File: src/rtl/mem_access.sv
// Memory-access stage: one instruction per handshake, at most one data-memory
// access in flight, results delivered as a registered one-cycle MEM/WB bundle.
module mem_access #(
    parameter int XLEN   = 64,
    parameter int REG_AW = 5
) (
    input  logic              clk,
    input  logic              reset,
    input  logic              ex_valid_i,
    output logic              mem_ready_o,
    input  logic [XLEN-1:0]   ex_alu_res_i,
    input  logic [XLEN-1:0]   ex_store_data_i,
    input  logic [XLEN-1:0]   ex_instr_imm_i,
    input  logic [XLEN-1:0]   ex_pc_val_i,
    input  logic [1:0]        ex_rf_wr_data_src_i,
    input  logic              ex_rf_wr_en_i,
    input  logic [REG_AW-1:0] ex_rd_addr_i,
    input  logic              ex_mem_rd_i,
    input  logic              ex_mem_wr_i,
    input  logic [1:0]        ex_mem_size_i,
    input  logic              ex_mem_zext_i,
    output logic              dmem_req_o,
    output logic              dmem_wr_o,
    output logic [XLEN-1:0]   dmem_addr_o,
    output logic [XLEN-1:0]   dmem_wdata_o,
    output logic [7:0]        dmem_byte_en_o,
    input  logic              dmem_rvalid_i,
    input  logic [XLEN-1:0]   dmem_rdata_i,
    output logic              wb_valid_o,
    output logic [XLEN-1:0]   wb_alu_res_o,
    output logic [XLEN-1:0]   wb_data_mem_rd_o,
    output logic [XLEN-1:0]   wb_instr_imm_o,
    output logic [XLEN-1:0]   wb_pc_val_o,
    output logic [1:0]        wb_rf_wr_data_src_o,
    output logic              wb_rf_wr_en_o,
    output logic [REG_AW-1:0] wb_rd_addr_o,
    output logic              wb_misaligned_o,
    output logic              dbg_state_o
);

    // Handshake: ex_* are sampled only on a cycle where ex_valid_i && mem_ready_o;
    // dmem_req_o is held with stable fields until dmem_rvalid_i is seen in WAIT.
    typedef enum logic {IDLE = 1'b0, WAIT = 1'b1} state_t;

    state_t state_q, state_d;

    logic            accept, is_mem, misaligned, start_mem, finish_mem;
    logic [7:0]      lane_en;
    logic [XLEN-1:0] lane_wdata, load_shifted, load_ext;

    logic [XLEN-1:0]   p_alu_res, p_instr_imm, p_pc_val;
    logic [1:0]        p_src, p_size;
    logic              p_rf_wr_en, p_load, p_zext;
    logic [REG_AW-1:0] p_rd_addr;
    logic              wb_rf_wr_en_q;

    // ---------------- FSM: state register ----------------
    always_ff @(posedge clk or posedge reset) begin
        if (reset) state_q <= IDLE;
        else       state_q <= state_d;
    end

    // ---------------- FSM: next state ----------------
    always_comb begin
        state_d = state_q;
        case (state_q)
            IDLE:    if (start_mem) state_d = WAIT;
            WAIT:    if (dmem_rvalid_i) state_d = IDLE;
            default: state_d = IDLE;
        endcase
    end

    // ---------------- FSM: outputs / strobes ----------------
    always_comb begin
        mem_ready_o = (state_q == IDLE) && !reset;
        accept      = ex_valid_i && mem_ready_o;
        start_mem   = accept && is_mem && !misaligned;
        finish_mem  = (state_q == WAIT) && dmem_rvalid_i;
        dbg_state_o = (state_q == WAIT);
    end

    // ---------------- Request decode ----------------
    always_comb begin
        is_mem     = ex_mem_rd_i || ex_mem_wr_i;
        misaligned = 1'b0;
        lane_en    = 8'h00;
        case (ex_mem_size_i)
            2'd0: begin misaligned = 1'b0;                  lane_en = 8'h01 << ex_alu_res_i[2:0]; end
            2'd1: begin misaligned = ex_alu_res_i[0];       lane_en = 8'h03 << ex_alu_res_i[2:0]; end
            2'd2: begin misaligned = |ex_alu_res_i[1:0];    lane_en = 8'h0F << ex_alu_res_i[2:0]; end
            default: begin misaligned = |ex_alu_res_i[2:0]; lane_en = 8'hFF; end
        endcase
        lane_wdata = ex_store_data_i << {ex_alu_res_i[2:0], 3'b000};
    end

    // ---------------- Load alignment and extension ----------------
    always_comb begin
        load_shifted = dmem_rdata_i >> {dmem_addr_o[2:0], 3'b000};
        load_ext     = '0;
        case (p_size)
            2'd0: load_ext = p_zext ? {{(XLEN-8){1'b0}}, load_shifted[7:0]}
                                    : {{(XLEN-8){load_shifted[7]}}, load_shifted[7:0]};
            2'd1: load_ext = p_zext ? {{(XLEN-16){1'b0}}, load_shifted[15:0]}
                                    : {{(XLEN-16){load_shifted[15]}}, load_shifted[15:0]};
            2'd2: load_ext = p_zext ? {{(XLEN-32){1'b0}}, load_shifted[31:0]}
                                    : {{(XLEN-32){load_shifted[31]}}, load_shifted[31:0]};
            default: load_ext = load_shifted;
        endcase
    end

    // ---------------- Memory request registers ----------------
    always_ff @(posedge clk or posedge reset) begin
        if (reset) begin
            dmem_req_o     <= 1'b0;
            dmem_wr_o      <= 1'b0;
            dmem_addr_o    <= '0;
            dmem_wdata_o   <= '0;
            dmem_byte_en_o <= 8'h00;
        end else if (start_mem) begin
            dmem_req_o     <= 1'b1;
            dmem_wr_o      <= ex_mem_wr_i;
            dmem_addr_o    <= ex_alu_res_i;
            dmem_wdata_o   <= lane_wdata;
            dmem_byte_en_o <= lane_en;
        end else if (finish_mem) begin
            dmem_req_o     <= 1'b0;
        end
    end

    // Bundle fields parked here while the access is outstanding, so the visible
    // wb payload keeps its previous value until the access completes.
    always_ff @(posedge clk or posedge reset) begin
        if (reset) begin
            p_alu_res   <= '0;
            p_instr_imm <= '0;
            p_pc_val    <= '0;
            p_src       <= 2'd0;
            p_size      <= 2'd0;
            p_rf_wr_en  <= 1'b0;
            p_load      <= 1'b0;
            p_zext      <= 1'b0;
            p_rd_addr   <= '0;
        end else if (start_mem) begin
            p_alu_res   <= ex_alu_res_i;
            p_instr_imm <= ex_instr_imm_i;
            p_pc_val    <= ex_pc_val_i;
            p_src       <= ex_rf_wr_data_src_i;
            p_size      <= ex_mem_size_i;
            p_rf_wr_en  <= ex_rf_wr_en_i;
            p_load      <= ex_mem_rd_i;
            p_zext      <= ex_mem_zext_i;
            p_rd_addr   <= ex_rd_addr_i;
        end
    end

    // ---------------- MEM/WB bundle ----------------
    always_ff @(posedge clk or posedge reset) begin
        if (reset) begin
            wb_valid_o          <= 1'b0;
            wb_alu_res_o        <= '0;
            wb_data_mem_rd_o    <= '0;
            wb_instr_imm_o      <= '0;
            wb_pc_val_o         <= '0;
            wb_rf_wr_data_src_o <= 2'd0;
            wb_rf_wr_en_q       <= 1'b0;
            wb_rd_addr_o        <= '0;
            wb_misaligned_o     <= 1'b0;
        end else begin
            wb_valid_o <= (accept && !start_mem) || finish_mem;
            if (accept && !start_mem) begin
                wb_alu_res_o        <= ex_alu_res_i;
                wb_data_mem_rd_o    <= '0;
                wb_instr_imm_o      <= ex_instr_imm_i;
                wb_pc_val_o         <= ex_pc_val_i;
                wb_rf_wr_data_src_o <= ex_rf_wr_data_src_i;
                wb_rf_wr_en_q       <= ex_rf_wr_en_i;
                wb_rd_addr_o        <= ex_rd_addr_i;
                wb_misaligned_o     <= is_mem && misaligned;
            end else if (finish_mem) begin
                wb_alu_res_o        <= p_alu_res;
                wb_data_mem_rd_o    <= p_load ? load_ext : '0;
                wb_instr_imm_o      <= p_instr_imm;
                wb_pc_val_o         <= p_pc_val;
                wb_rf_wr_data_src_o <= p_src;
                wb_rf_wr_en_q       <= p_rf_wr_en;
                wb_rd_addr_o        <= p_rd_addr;
                wb_misaligned_o     <= 1'b0;
            end
        end
    end

    assign wb_rf_wr_en_o = wb_rf_wr_en_q && wb_valid_o && !wb_misaligned_o;

endmodule
File: config.mk
export PLATFORM = sky130hd
export DESIGN_NAME = mem_access
export DESIGN_NICKNAME = d
export VERILOG_FILES = /design/src/rtl/mem_access.sv
export SDC_FILE = /design/constraint.sdc
export NUM_CORES = 2
export LEC_CHECK = 0
export CORE_AREA = 5 5 290 292
export CTS_CLUSTER_DIAMETER = 200
export DETAILED_ROUTE_END_ITERATION = 7
export DIE_AREA = 0 0 295 297
export RECOVER_POWER = 25
export SYNTH_ARGS = -nofsm -noshare
export SYNTH_HDL_FRONTEND = slang
export SYNTH_SLANG_ARGS = --single-unit
File: constraint.sdc
create_clock -name clk -period 49.4 [get_ports clk]
set_input_delay 14.82 -clock clk [delete_from_list [all_inputs] [get_ports clk]]
set_output_delay 14.82 -clock clk [all_outputs]
set_load 0.03 [all_outputs]
==> qor.yml <==
ys_seq_elements: 545
drtIter0Drc: 1567
worstMarginPinSlew_ps: 9000
dpl.cell_count: 3870
rrSetupSlack_ps: 43820
hold_path_class: "reg -> reg"
fin_setup_tns_ps: 0
synth_top_area_cell: "dfrtp_1"
path_class: "in -> out"
cts_sinks: 545
grt_pass1_wl_microns: 142000
synth_fp_nets: 2546
cts_hold_buffers: 0
syn_avg_cell_area_sq_um: 11.5
post-route-min-period_ps: 31280
syn_inst: 2205
hold_viol_final: 0
root_buffer: "clkbuf_16"
reg2regPathDepth: 8
worstPathCellList: "dlygate4sd3_1 > nor2_1 > clkdlybuf4s50_1"
final_area_sq_mm: 0.0355
core_sq_mm: 0.0813
cts_buffers: 66
cts_tree: "built"
power_density_mw_per_mm2: 66.5
start_kind: "input port"
async_flop_share: 1.00
clock_skew_ps: 21.9
cellLeakagePower_nw: 15.6
fin_hold_ws_ps: 477
cp.required_ps: 34580
htreeDepth: 3
antenna_found_initial: 9
worstHoldEndpoint: "dmem_req_o"
via_per_inst: 5.16
cts.path.max_buffers: 3
max_stage_delay_ps: 750
setup_violations: 0
peakVddDrop_mv: 0.0333
min_path_cells: 2
dp.final_hpwl_microns: 69300
cp.arrival_ps: 16460
critPathSlowestCell: "clkdlybuf4s50_1"
post_cts_resized: 0
layout.nets: 3209
area_growth_pct: 40.0
ant_nets: 0
netlist_area_sq_mm: 0.0253
drc: 0
rsz0062_at_grt: "false"
num_io_pins: 743
crit_start: "reset"
synth_edf_count: 0
dieArea_sq_mm: 0.0876
num_rows: 105
crit_path_end_kind: "output pin"
wl_per_cell_microns: 24.1
grt_pass1_vias: 21498
drive_gt1_frac: 0.0949
failed_checks: "max-capacitance violations, max-slew violations"
path_clk_slew_ps: 60
clkLatencyLatePin_ps: 600
grt_max_degree: 174
p_total_w: 0.00236
initial_utilization: 0.312
grt_overflow: 0
io_buffers: 742
gp_congestion: 0.910
synthFlopType: "dfrtp_1"
synth_most_common_cell: "dfrtp_1"
maxSlewViolCount: 337
drt-pass1-iter-count: 7
die_h_microns: 297
cts_setup_buffers: 0
fmax_ghz: 0.0320
status: "finished with violations"
synth_top_area_frac: 0.538
maxCapViolations: 3
layoutNonFillerInstCount: 3996
die_w_microns: 295
slew-limit-headroom: -5.00
fin_crit_sh: 0.633
ys_types: 55
routed_wl_microns: 96400
yosysWarnings: 0
cp_max_fo: 3
grt_usage: 0.211
synth_common_cells: "dfrtp_1, nand2_1, o21ai_0"
place_area_sq_mm: 0.0333
synth-seq-area-share: 0.538
synth.area.top_cells: "dfrtp_1, mux2i_1, mux2_1"
vias: 20607
worstReg2RegStart: "dbg_state_o"
final.fill_count: 7564
hold_start: "dmem_req_o"
r2r_end: "p_instr_imm[12]"
==> cell families (layout without fill, tap and decap cells) <==
kind of cell	after synthesis	count (layout)	synth area share
multiplexers	473	473	0.212
adder cells (fa/ha/maj)	4	4	0.00197
AND/OR/NAND/NOR	410	410	0.0644
AO/OA/AOI/OAI	508	508	0.130
buffers and inverters	265	979	0.0542
flip-flops	545	545	0.538
other	0	7	0
==> metal layers <==
layer	vias to the layer above	wire, microns	share of wire	track usage
met1	10410	36400	0.38	0.247
met5	-	27	0.00028	0
met4	4	3700	0.038	0.0802
met3	152	7100	0.074	0.0537
met2	782	49100	0.51	0.372
li1	9259	-	-	-
==> registers in the layout (all words and copies together), names as in the netlist, 2 cells and up <==
signal / cells
dmem_byte_en_o: 8
p_alu_res: 64
p_size: 2
wb_alu_res_o: 64
wb_rd_addr_o: 5
p_instr_imm: 64
wb_data_mem_rd_o: 64
wb_rf_wr_data_src_o: 2
p_rd_addr: 5
p_pc_val: 64
dmem_wdata_o: 64
p_src: 2
wb_pc_val_o: 64
wb_instr_imm_o: 64
==> worst max path at each step <==
stage	depth (start not counted)	endpoint	slack, ps
after CTS	3	mem_ready_o	18180
after global placement	3	mem_ready_o	18190
final	3	mem_ready_o	18120
after floorplan	1	mem_ready_o	19300
after global routing	3	mem_ready_o	18100
after detailed placement	3	mem_ready_o	18180
==> through the flow <==
stage,worst slack (ps),utilization
2_1_floorplan,19300,-
3_3_place_gp,18190,0.410
3_5_place_dp,18180,0.410
4_1_cts,18180,0.437
5_1_grt,18100,0.436
6_report,18120,0.436
==> cell type report <==
type	count	area, sq um	area share
timing repair buffer	770	7620	0.215
clock buffer	100	1990	0.0561
clock inverter	19	180	0.00508
multi-input combinational	1395	10400	0.292
tap	1070	1340	0.0377
sequential	545	13600	0.384
antenna	7	17.5	0.000494
inverter	90	339	0.00956
==> cell usage in the layout (no fill, tap or decap), types with 5 or more instances in the layout <==
master / Yosys / final
diode_2: 0 / 7
clkdlybuf4s50_1: 0 / 627
nand2_1: 315 / 314
mux2_1: 144 / 144
nor2b_1: 10 / 10
o21ai_0: 215 / 215
clkbuf_8: 0 / 19
a31oi_1: 8 / 8
mux4_2: 26 / 26
dfrtp_1: 545 / 543
mux2i_1: 206 / 206
o21ai_1: 29 / 28
a221o_1: 16 / 16
clkinv_2: 0 / 9
clkbuf_1: 74 / 16
nor2_1: 60 / 60
o31ai_1: 22 / 22
inv_1: 87 / 86
mux2_2: 96 / 96
buf_4: 31 / 27
a211o_1: 6 / 6
dlygate4sd3_1: 0 / 112
inv_6: 0 / 5
a21oi_1: 71 / 72
clkbuf_16: 0 / 67
a22oi_1: 15 / 15
a222oi_1: 78 / 78
o22ai_1: 14 / 14
and2_1: 7 / 6
a211oi_1: 13 / 13
==> worst max-delay path, delay by kind of cell <==
kind          cells  cell delay, ps
buf+inv           2            1320
simple gates      1             310
==> power by group <==
part	switching, W	total [W]	internal (W)
clock	0.000200	0.000485	0.000285
sequential	0.000128	0.000778	0.000650
combinational	0.000655	0.00110	0.000443
No activity file was read; power rests on OpenSTA's default activity.
